## config.mk

```make
export PLATFORM = sky130hd
export DESIGN_NAME = alu_decode_stage_flat
export DESIGN_NICKNAME = d
export VERILOG_FILES = /design/src/rtl/alu_decode_stage_if.sv /design/src/rtl/alu_decode_stage.sv /design/src/flat_wrapper.sv
export SDC_FILE = /design/constraint.sdc
export NUM_CORES = 1
export LEC_CHECK = 0
export ABC_CLOCK_PERIOD_IN_PS = 1900
export CAP_MARGIN = 20
export CORE_MARGIN = 2
export CORE_UTILIZATION = 46
export CTS_CLUSTER_DIAMETER = 150
export DETAILED_ROUTE_END_ITERATION = 8
export PLACE_DENSITY_LB_ADDON = 0.12
export SLEW_MARGIN = 20
export SYNTH_ARGS = -nofsm -noshare
export SYNTH_HDL_FRONTEND = slang
export SYNTH_SLANG_ARGS = --single-unit
```

## constraint.sdc

```tcl
create_clock -name clk -period 1.9 [get_ports clk]
set_clock_uncertainty 0.05 [all_clocks]
set_input_delay 0.38 -clock clk [delete_from_list [all_inputs] [get_ports clk]]
set_output_delay 0.38 -clock clk [all_outputs]
set_load 0.02 [all_outputs]
```

## src/rtl/alu_decode_stage_if.sv

```systemverilog
// Handshake bundle for the ALU decode stage.
// The upstream side carries the decoder fields and in_valid/in_ready.
// The downstream side carries the decoded op and out_valid/out_ready.
// The stage itself takes the slave view; whoever feeds and drains it takes the master view.
interface alu_decode_stage_if;
    // Upstream request
    logic       in_valid;
    logic       in_ready;
    logic [1:0] alu_op;
    logic [2:0] funct3;
    logic       funct7b5;
    logic       funct7b0;

    // Downstream result
    logic       out_valid;
    logic       out_ready;
    logic [4:0] alu_ctrl;
    logic       is_muldiv;
    logic       illegal;

    // Producer/consumer around the stage
    modport master (
        output in_valid, alu_op, funct3, funct7b5, funct7b0, out_ready,
        input  in_ready, out_valid, alu_ctrl, is_muldiv, illegal
    );

    // The decode stage
    modport slave (
        input  in_valid, alu_op, funct3, funct7b5, funct7b0, out_ready,
        output in_ready, out_valid, alu_ctrl, is_muldiv, illegal
    );
endinterface

```

## src/rtl/alu_decode_stage.sv

```systemverilog
// Registered RV32I (+ optional M) ALU control decode stage.
// This is a one-entry valid/ready buffer between the main decoder and execute.
// Single-cycle ops are presented one cycle after they are accepted.
// MUL*/DIV*/REM* ops occupy the stage for MUL_LAT/DIV_LAT cycles before they are presented.
// Illegal encodings are presented as ADD with the illegal flag set.
module alu_decode_stage #(
    parameter bit EN_M    = 1'b1,
    parameter int MUL_LAT = 2,
    parameter int DIV_LAT = 8
) (
    input  logic                  clk,
    input  logic                  rst_n,
    input  logic                  flush,
    alu_decode_stage_if.slave     bus
);

    // Occupancy counter sizing follows from the longer of the two latencies.
    localparam int MAX_LAT = (MUL_LAT > DIV_LAT) ? MUL_LAT : DIV_LAT;
    localparam int CNT_W   = $clog2(MAX_LAT) + 1;

    // ALU control encodings; M ops are {1'b1, 1'b0, funct3}.
    localparam logic [4:0] OP_AND  = 5'b00000;
    localparam logic [4:0] OP_OR   = 5'b00001;
    localparam logic [4:0] OP_ADD  = 5'b00010;
    localparam logic [4:0] OP_SLL  = 5'b00011;
    localparam logic [4:0] OP_SRL  = 5'b00100;
    localparam logic [4:0] OP_SRA  = 5'b00101;
    localparam logic [4:0] OP_SUB  = 5'b00110;
    localparam logic [4:0] OP_XOR  = 5'b00111;
    localparam logic [4:0] OP_SLT  = 5'b01000;
    localparam logic [4:0] OP_SLTU = 5'b01001;

    localparam logic [CNT_W-1:0] LAT_MUL = CNT_W'(MUL_LAT);
    localparam logic [CNT_W-1:0] LAT_DIV = CNT_W'(DIV_LAT);
    localparam logic [CNT_W-1:0] CNT_ONE = CNT_W'(1);

    // EMPTY: nothing held. FULL: op presented. BUSY: M op still in its occupancy window.
    typedef enum logic [1:0] {
        S_EMPTY = 2'd0,
        S_FULL  = 2'd1,
        S_BUSY  = 2'd2
    } state_t;

    state_t           state, state_next;
    logic [CNT_W-1:0] cnt, cnt_next;

    logic [4:0]       ctrl_q;
    logic             illegal_q;

    logic [4:0]       dec_ctrl;
    logic             dec_illegal;
    logic             dec_mop;
    logic [CNT_W-1:0] dec_lat;

    logic             in_ready;
    logic             accept;
    logic             load;

    // Shared RV32I funct3 decode.
    // For R-type, funct7b5 also selects SUB over ADD; for I-type it only selects SRA over SRL.
    function automatic logic [4:0] base_op(input logic [2:0] f3, input logic f7b5,
                                           input logic r_type);
        logic [4:0] op;
        op = OP_ADD;
        case (f3)
            3'b000: op = (r_type && f7b5) ? OP_SUB : OP_ADD;
            3'b001: op = OP_SLL;
            3'b010: op = OP_SLT;
            3'b011: op = OP_SLTU;
            3'b100: op = OP_XOR;
            3'b101: op = f7b5 ? OP_SRA : OP_SRL;
            3'b110: op = OP_OR;
            3'b111: op = OP_AND;
            default: op = OP_ADD;
        endcase
        return op;
    endfunction

    // Combinational decode of the incoming op, including the legality check.
    // NOTE: every output of an always_comb gets a default first, so no path leaves one
    // unassigned and infers a latch.
    always_comb begin
        dec_ctrl    = OP_ADD;
        dec_illegal = 1'b0;
        unique case (bus.alu_op)
            2'b00: dec_ctrl = OP_ADD;
            2'b01: dec_ctrl = OP_SUB;
            2'b10: begin
                if (bus.funct7b5 && bus.funct7b0) begin
                    dec_illegal = 1'b1;
                end else if (bus.funct7b0) begin
                    if (EN_M) dec_ctrl    = {2'b10, bus.funct3};
                    else      dec_illegal = 1'b1;
                end else if (bus.funct7b5 && (bus.funct3 != 3'b000) && (bus.funct3 != 3'b101)) begin
                    dec_illegal = 1'b1;
                end else begin
                    dec_ctrl = base_op(bus.funct3, bus.funct7b5, 1'b1);
                end
            end
            2'b11: dec_ctrl = base_op(bus.funct3, bus.funct7b5, 1'b0);
            default: dec_ctrl = OP_ADD;
        endcase
    end

    // The M flag lives in bit 4; illegal ops never carry it, so they take the single-cycle path.
    assign dec_mop = dec_ctrl[4];
    assign dec_lat = bus.funct3[2] ? LAT_DIV : LAT_MUL;

    // Next-state and occupancy counter logic; flush beats everything else.
    always_comb begin
        state_next = state;
        cnt_next   = cnt;
        load       = 1'b0;
        in_ready   = !flush && ((state == S_EMPTY) || ((state == S_FULL) && bus.out_ready));
        accept     = bus.in_valid && in_ready;

        if (flush) begin
            state_next = S_EMPTY;
            cnt_next   = '0;
        end else if (accept) begin
            load = 1'b1;
            if (dec_mop && (dec_lat != CNT_ONE)) begin
                state_next = S_BUSY;
                cnt_next   = dec_lat - CNT_ONE;
            end else begin
                state_next = S_FULL;
                cnt_next   = '0;
            end
        end else begin
            unique case (state)
                S_BUSY: begin
                    if (cnt == CNT_ONE) begin
                        state_next = S_FULL;
                        cnt_next   = '0;
                    end else begin
                        cnt_next = cnt - CNT_ONE;
                    end
                end
                S_FULL:  if (bus.out_ready) state_next = S_EMPTY;
                default: state_next = state;
            endcase
        end
    end

    // State and occupancy counter registers.
    // NOTE: sequential state uses non-blocking assignments, so every register samples
    // pre-edge values regardless of block ordering.
    always_ff @(posedge clk or negedge rst_n) begin
        if (!rst_n) begin
            state <= S_EMPTY;
            cnt   <= '0;
        end else begin
            state <= state_next;
            cnt   <= cnt_next;
        end
    end

    // Output payload registers; they change only when an op is accepted.
    always_ff @(posedge clk or negedge rst_n) begin
        if (!rst_n) begin
            ctrl_q    <= OP_ADD;
            illegal_q <= 1'b0;
        end else if (load) begin
            ctrl_q    <= dec_ctrl;
            illegal_q <= dec_illegal;
        end
    end

    assign bus.in_ready  = in_ready;
    assign bus.out_valid = (state == S_FULL);
    assign bus.alu_ctrl  = ctrl_q;
    assign bus.is_muldiv = ctrl_q[4];
    assign bus.illegal   = illegal_q;

endmodule

```

## src/flat_wrapper.sv

```systemverilog
// flat-port wrapper written by rule: the top's interface ports become plain ports
module alu_decode_stage_flat 
#(
    parameter bit EN_M    = 1'b1,
    parameter int MUL_LAT = 2,
    parameter int DIV_LAT = 8
)
  (clk, rst_n, flush, bus_in_valid, bus_alu_op, bus_funct3, bus_funct7b5, bus_funct7b0, bus_out_ready, bus_in_ready, bus_out_valid, bus_alu_ctrl, bus_is_muldiv, bus_illegal);
  alu_decode_stage_if bus_i ();
  input  logic clk;
  input  logic rst_n;
  input  logic flush;
  input wire logic [$bits(bus_i.in_valid)-1:0] bus_in_valid;
  input wire logic [$bits(bus_i.alu_op)-1:0] bus_alu_op;
  input wire logic [$bits(bus_i.funct3)-1:0] bus_funct3;
  input wire logic [$bits(bus_i.funct7b5)-1:0] bus_funct7b5;
  input wire logic [$bits(bus_i.funct7b0)-1:0] bus_funct7b0;
  input wire logic [$bits(bus_i.out_ready)-1:0] bus_out_ready;
  output wire logic [$bits(bus_i.in_ready)-1:0] bus_in_ready;
  output wire logic [$bits(bus_i.out_valid)-1:0] bus_out_valid;
  output wire logic [$bits(bus_i.alu_ctrl)-1:0] bus_alu_ctrl;
  output wire logic [$bits(bus_i.is_muldiv)-1:0] bus_is_muldiv;
  output wire logic [$bits(bus_i.illegal)-1:0] bus_illegal;
  assign bus_i.in_valid = bus_in_valid;
  assign bus_i.alu_op = bus_alu_op;
  assign bus_i.funct3 = bus_funct3;
  assign bus_i.funct7b5 = bus_funct7b5;
  assign bus_i.funct7b0 = bus_funct7b0;
  assign bus_i.out_ready = bus_out_ready;
  assign bus_in_ready = bus_i.in_ready;
  assign bus_out_valid = bus_i.out_valid;
  assign bus_alu_ctrl = bus_i.alu_ctrl;
  assign bus_is_muldiv = bus_i.is_muldiv;
  assign bus_illegal = bus_i.illegal;
  alu_decode_stage #(.EN_M(EN_M), .MUL_LAT(MUL_LAT), .DIV_LAT(DIV_LAT)) u_core (.clk(clk), .rst_n(rst_n), .flush(flush), .bus(bus_i));
endmodule
```

==> results by stage <==
Run status:
- The flow ran to the end, and the final reports show no timing, DRC or antenna violations.

Clock tree:
- The maximum number of buffers from clock root to sink is 2.
- Post-CTS timing repair inserted 0 buffers for setup.
- The TritonCTS buffer count is 3.
- The deepest level of the CTS H-tree is 1.
- After clock tree synthesis, the clock-pin slew on the worst setup and hold paths is around 0.08 ns.
- The CTS tree is yes.
- Clock latency on the worst-skew pair, taken at its later pin, is 0.27 ns.
- In this run, post-CTS hold repair placed 0 buffers.
- The sink count of the clock tree is 12.
- CTS placed an instance of sky130_fd_sc_hd__clkbuf_4 at the clock tree root.

Setup path:
- The worst endpoint data arrival time is 1.41 ns.
- The startpoint identified for the worst register-to-register timing path is u_core.cnt[0].
- The largest fanout on the critical path is 2.
- Walking the worst path, the cells encountered are clkdlybuf4s50_1 -> nand2b_1 -> and2_1 -> clkdlybuf4s15_1.
- The capture point of the worst reg-to-reg path is u_core.cnt[3].
- The maximum single-stage delay on the critical path is 0.47 ns.
- Counting cells, the worst reg-to-reg path comes to 5.
- The category of the worst setup path launch point is an input port.
- The type of element capturing the critical path is a primary output.
- The reg2reg setup slack is 0.27 ns.
- The setup path with the least slack is of type input port to primary output.
- The highest-delay cell along the critical path is sky130_fd_sc_hd__clkdlybuf4s50_1.
- The required time of the critical path is 1.47 ns.

STA:
- At the pin with the least slew margin, the transition time is 0.553 ns.
- The timing-limited maximum frequency is approximately 540 MHz.
- Setup repair after global routing left no endpoint under its margin.
- The number of hold violations in the final report is 0.
- The post-layout minimum cycle time is 1.84 ns.
- The total count of max-transition violations in the final report was 0.
- Setup violations remaining at the end of the flow were counted as 0.
- After layout, the worst path uses between 90% and 100% of the clock period.
- The worst pin sits at a relative slew slack of ~63%.

Synth:
- After synthesis, the mean cell area works out to ~8.5 sq um.
- The most used flip-flop cell after synthesis is sky130_fd_sc_hd__dfrtp_1.
- The most common cell in the netlist is sky130_fd_sc_hd__nand2_1.
- Synthesis produced a netlist with a net count of approximately 110.
- Ranked by total cell area, the synthesized netlist is headed by sky130_fd_sc_hd__dfrtp_1, sky130_fd_sc_hd__nand2_1, sky130_fd_sc_hd__a21oi_1.
- In the synthesized netlist, the number of instances is 91.
- The sequential-to-total area share from yosys stat is between 30 and 40%.
- The number of warnings issued by yosys is 0.
- In this run the biggest area consumer among cell types represents 35.5% of the synthesized area.
- The number of different library cells in the post-synthesis netlist is 37.
- Counting flops and latches in the post-synthesis netlist gives 12.
- After synthesis, the most frequently instantiated cells are sky130_fd_sc_hd__nand2_1, sky130_fd_sc_hd__dfrtp_1, sky130_fd_sc_hd__a21oi_1.
- Of all cell types, the one taking the most synthesized area is sky130_fd_sc_hd__dfrtp_1.
- The count of flip-flops with a built-in enable after synthesis is 0.
- The post-synthesis instance area is 774 sq um.
- The share of async-settable or async-resettable flops after synthesis is 100%.

GRT:
- The maximum number of pins on one net before global-route repair is 13.
- The residual overflow from global routing is 0.
- The overall routing resource usage is 22.9%.
- The via count of the first global-routing pass is 809.
- The global-route wire length before repair is roughly 3400 microns.
- The number of antenna violations at the first check in global routing came to 0.

Detailed routing:
- The first routing iteration left 39 violations.
- The detailed-route wire length is 2060 microns.
- For this block, the via count after detailed routing is around 830.
- In the routed design, unresolved DRC markers number 0.
- After detailed routing, the number of vias per cell comes to 5.74.
- The first detailed-routing pass ran for 4 iterations.
- The average detailed-routed wire length per instance is between 10 and 15 microns.
- The remaining antenna violation count after routing is 0.

Floorplan:
- The die boundary width is 45.0 microns.
- The total area inside the core boundary comes to about 0.0015 sq mm.
- The I/O pin count is 21.
- From bottom edge to top edge, the die measures roughly 45 microns.
- The overall die area is 0.00203 sq mm.
- The effective utilization at floorplan is 50.2%.
- The floorplan has 14 rows.

Placement:
- The congestion estimate from routability-driven global placement came to a little under 0.9.
- Once detailed placement completed, the half-perimeter wirelength came to 1540 microns.
- Summing all placed instances gives a cell area of 0.00109 sq mm.
- The number of input and output port buffers inserted is 20.
- The number of placed instances, taps included, is 140.

Run:
- Across the run, the number of max-cap violations was 0.

Pwr:
- Across the VDD grid, the largest voltage drop is between 0.0004 and 0.0005 V.
- The analysis attributes to cell leakage a power of 0.524 nW.
- The total power density per cell area is 694 mW/mm^2.

Finish:
- In the final design database the tool counted 143 nets.
- The share of layout cells above drive strength 1 is about a fifth.
- Compared with the post-synthesis result, the final layout area differs by 45.9%.
- The number of diodes is 0.
- The final cell count without fillers is approximately 140.
- The finished cells cover 0.00113 sq mm.

Worst hold path:
- The class of the tightest hold or removal check is input port to async pin.
==> power breakdown <==
part           total [W]  internal, W  switching, W
clock network   0.000209     0.000116     0.0000924
logic           0.000260     0.000132      0.000128
registers       0.000315     0.000290     0.0000256
==> flip-flops by register name, indices dropped and copies added, names as in the netlist <==
name                 flops
u_core.bus.alu_ctrl      5
u_core.cnt               4
u_core.state             2
u_core.bus.illegal       1
==> metrics by stage <==
stage | util (%) | hold slack [ns] | TNS, ns | power (W) | worst slack (ns)
2_1_floorplan | - | 0.0344 | 0 | 0.000451 | 0.498
3_3_place_gp | 71.0 | 0.398 | -0.267 | 0.000571 | -0.230
3_5_place_dp | 71.0 | 0.404 | -0.264 | 0.000580 | -0.213
4_1_cts | 73.2 | 0.423 | 0 | 0.000789 | 0.0269
5_1_grt | 73.3 | 0.448 | 0 | 0.000834 | 0.0234
6_report | 73.3 | 0.411 | 0 | 0.000784 | 0.0613
==> layout by cell type (no fill, tap or decap), drive strengths merged, types with 2 or more instances in the layout <==
cell           instances
clkdlybuf4s50         18
nand2                 15
buf                   15
dfrtp                 11
a21oi                  9
nor2                   6
inv                    5
o21ai                  4
nand3                  4
clkbuf                 4
nand2b                 3
a31oi                  2
a21o                   2
nand3b                 2
o22ai                  2
nor3b                  2
ha                     2
==> cell families after synthesis <==
logic type	after synthesis	synth area share, %
AOI/OAI and AO/OA	28	24.2
and+or+nand+nor	41	28.4
adders and majority gates	2	3.23
buffers and inverters	7	4.04
xor gates and xnor gates	1	1.13
DFF	12	38.9
==> critical path: cells and delay by family <==
kind | cells | cell delay (ns)
simple gates | 2 | 0.26
buf+inv | 2 | 0.77
==> how the worst max path moves through the flow <==
stage                         end  cells after the start          start  slack [ns]
detailed placement   bus_in_ready                      4  bus_out_ready       -0.21
floorplan           u_core.cnt[3]                      5  u_core.cnt[0]        0.50
global placement     bus_in_ready                      4  bus_out_ready       -0.23
global route         bus_in_ready                      4  bus_out_ready        0.02
finish               bus_in_ready                      4  bus_out_ready        0.06
CTS                  bus_in_ready                      4  bus_out_ready        0.03
==> per-layer routing <==
metal	up-vias	global-route usage [%]	share of wire (%)
li1	405	-	-
met1	386	29.8	44
met2	31	38.3	49
met3	4	5.20	5.2
met4	0	5.88	1.2
met5	-	0	0
==> layout make-up <==
| cell class | instances | area, sq um |
|---|---|---|
| timing repair buffer | 35 | 312 |
| inverter | 5 | 18.8 |
| clock buffer | 4 | 36.3 |
| multi-input combinational | 72 | 442 |
| tap | 16 | 20.0 |
| sequential | 12 | 302 |
| fill | 109 | 412 |
==> repair_timing <==
item / 4_1_cts / 5_1_grt
resized for setup: 2 / 1
endpoints found under the hold margin: 0 / 0
setup endpoints to repair: 2 / 1
Power figures use the tool's default switching activity.
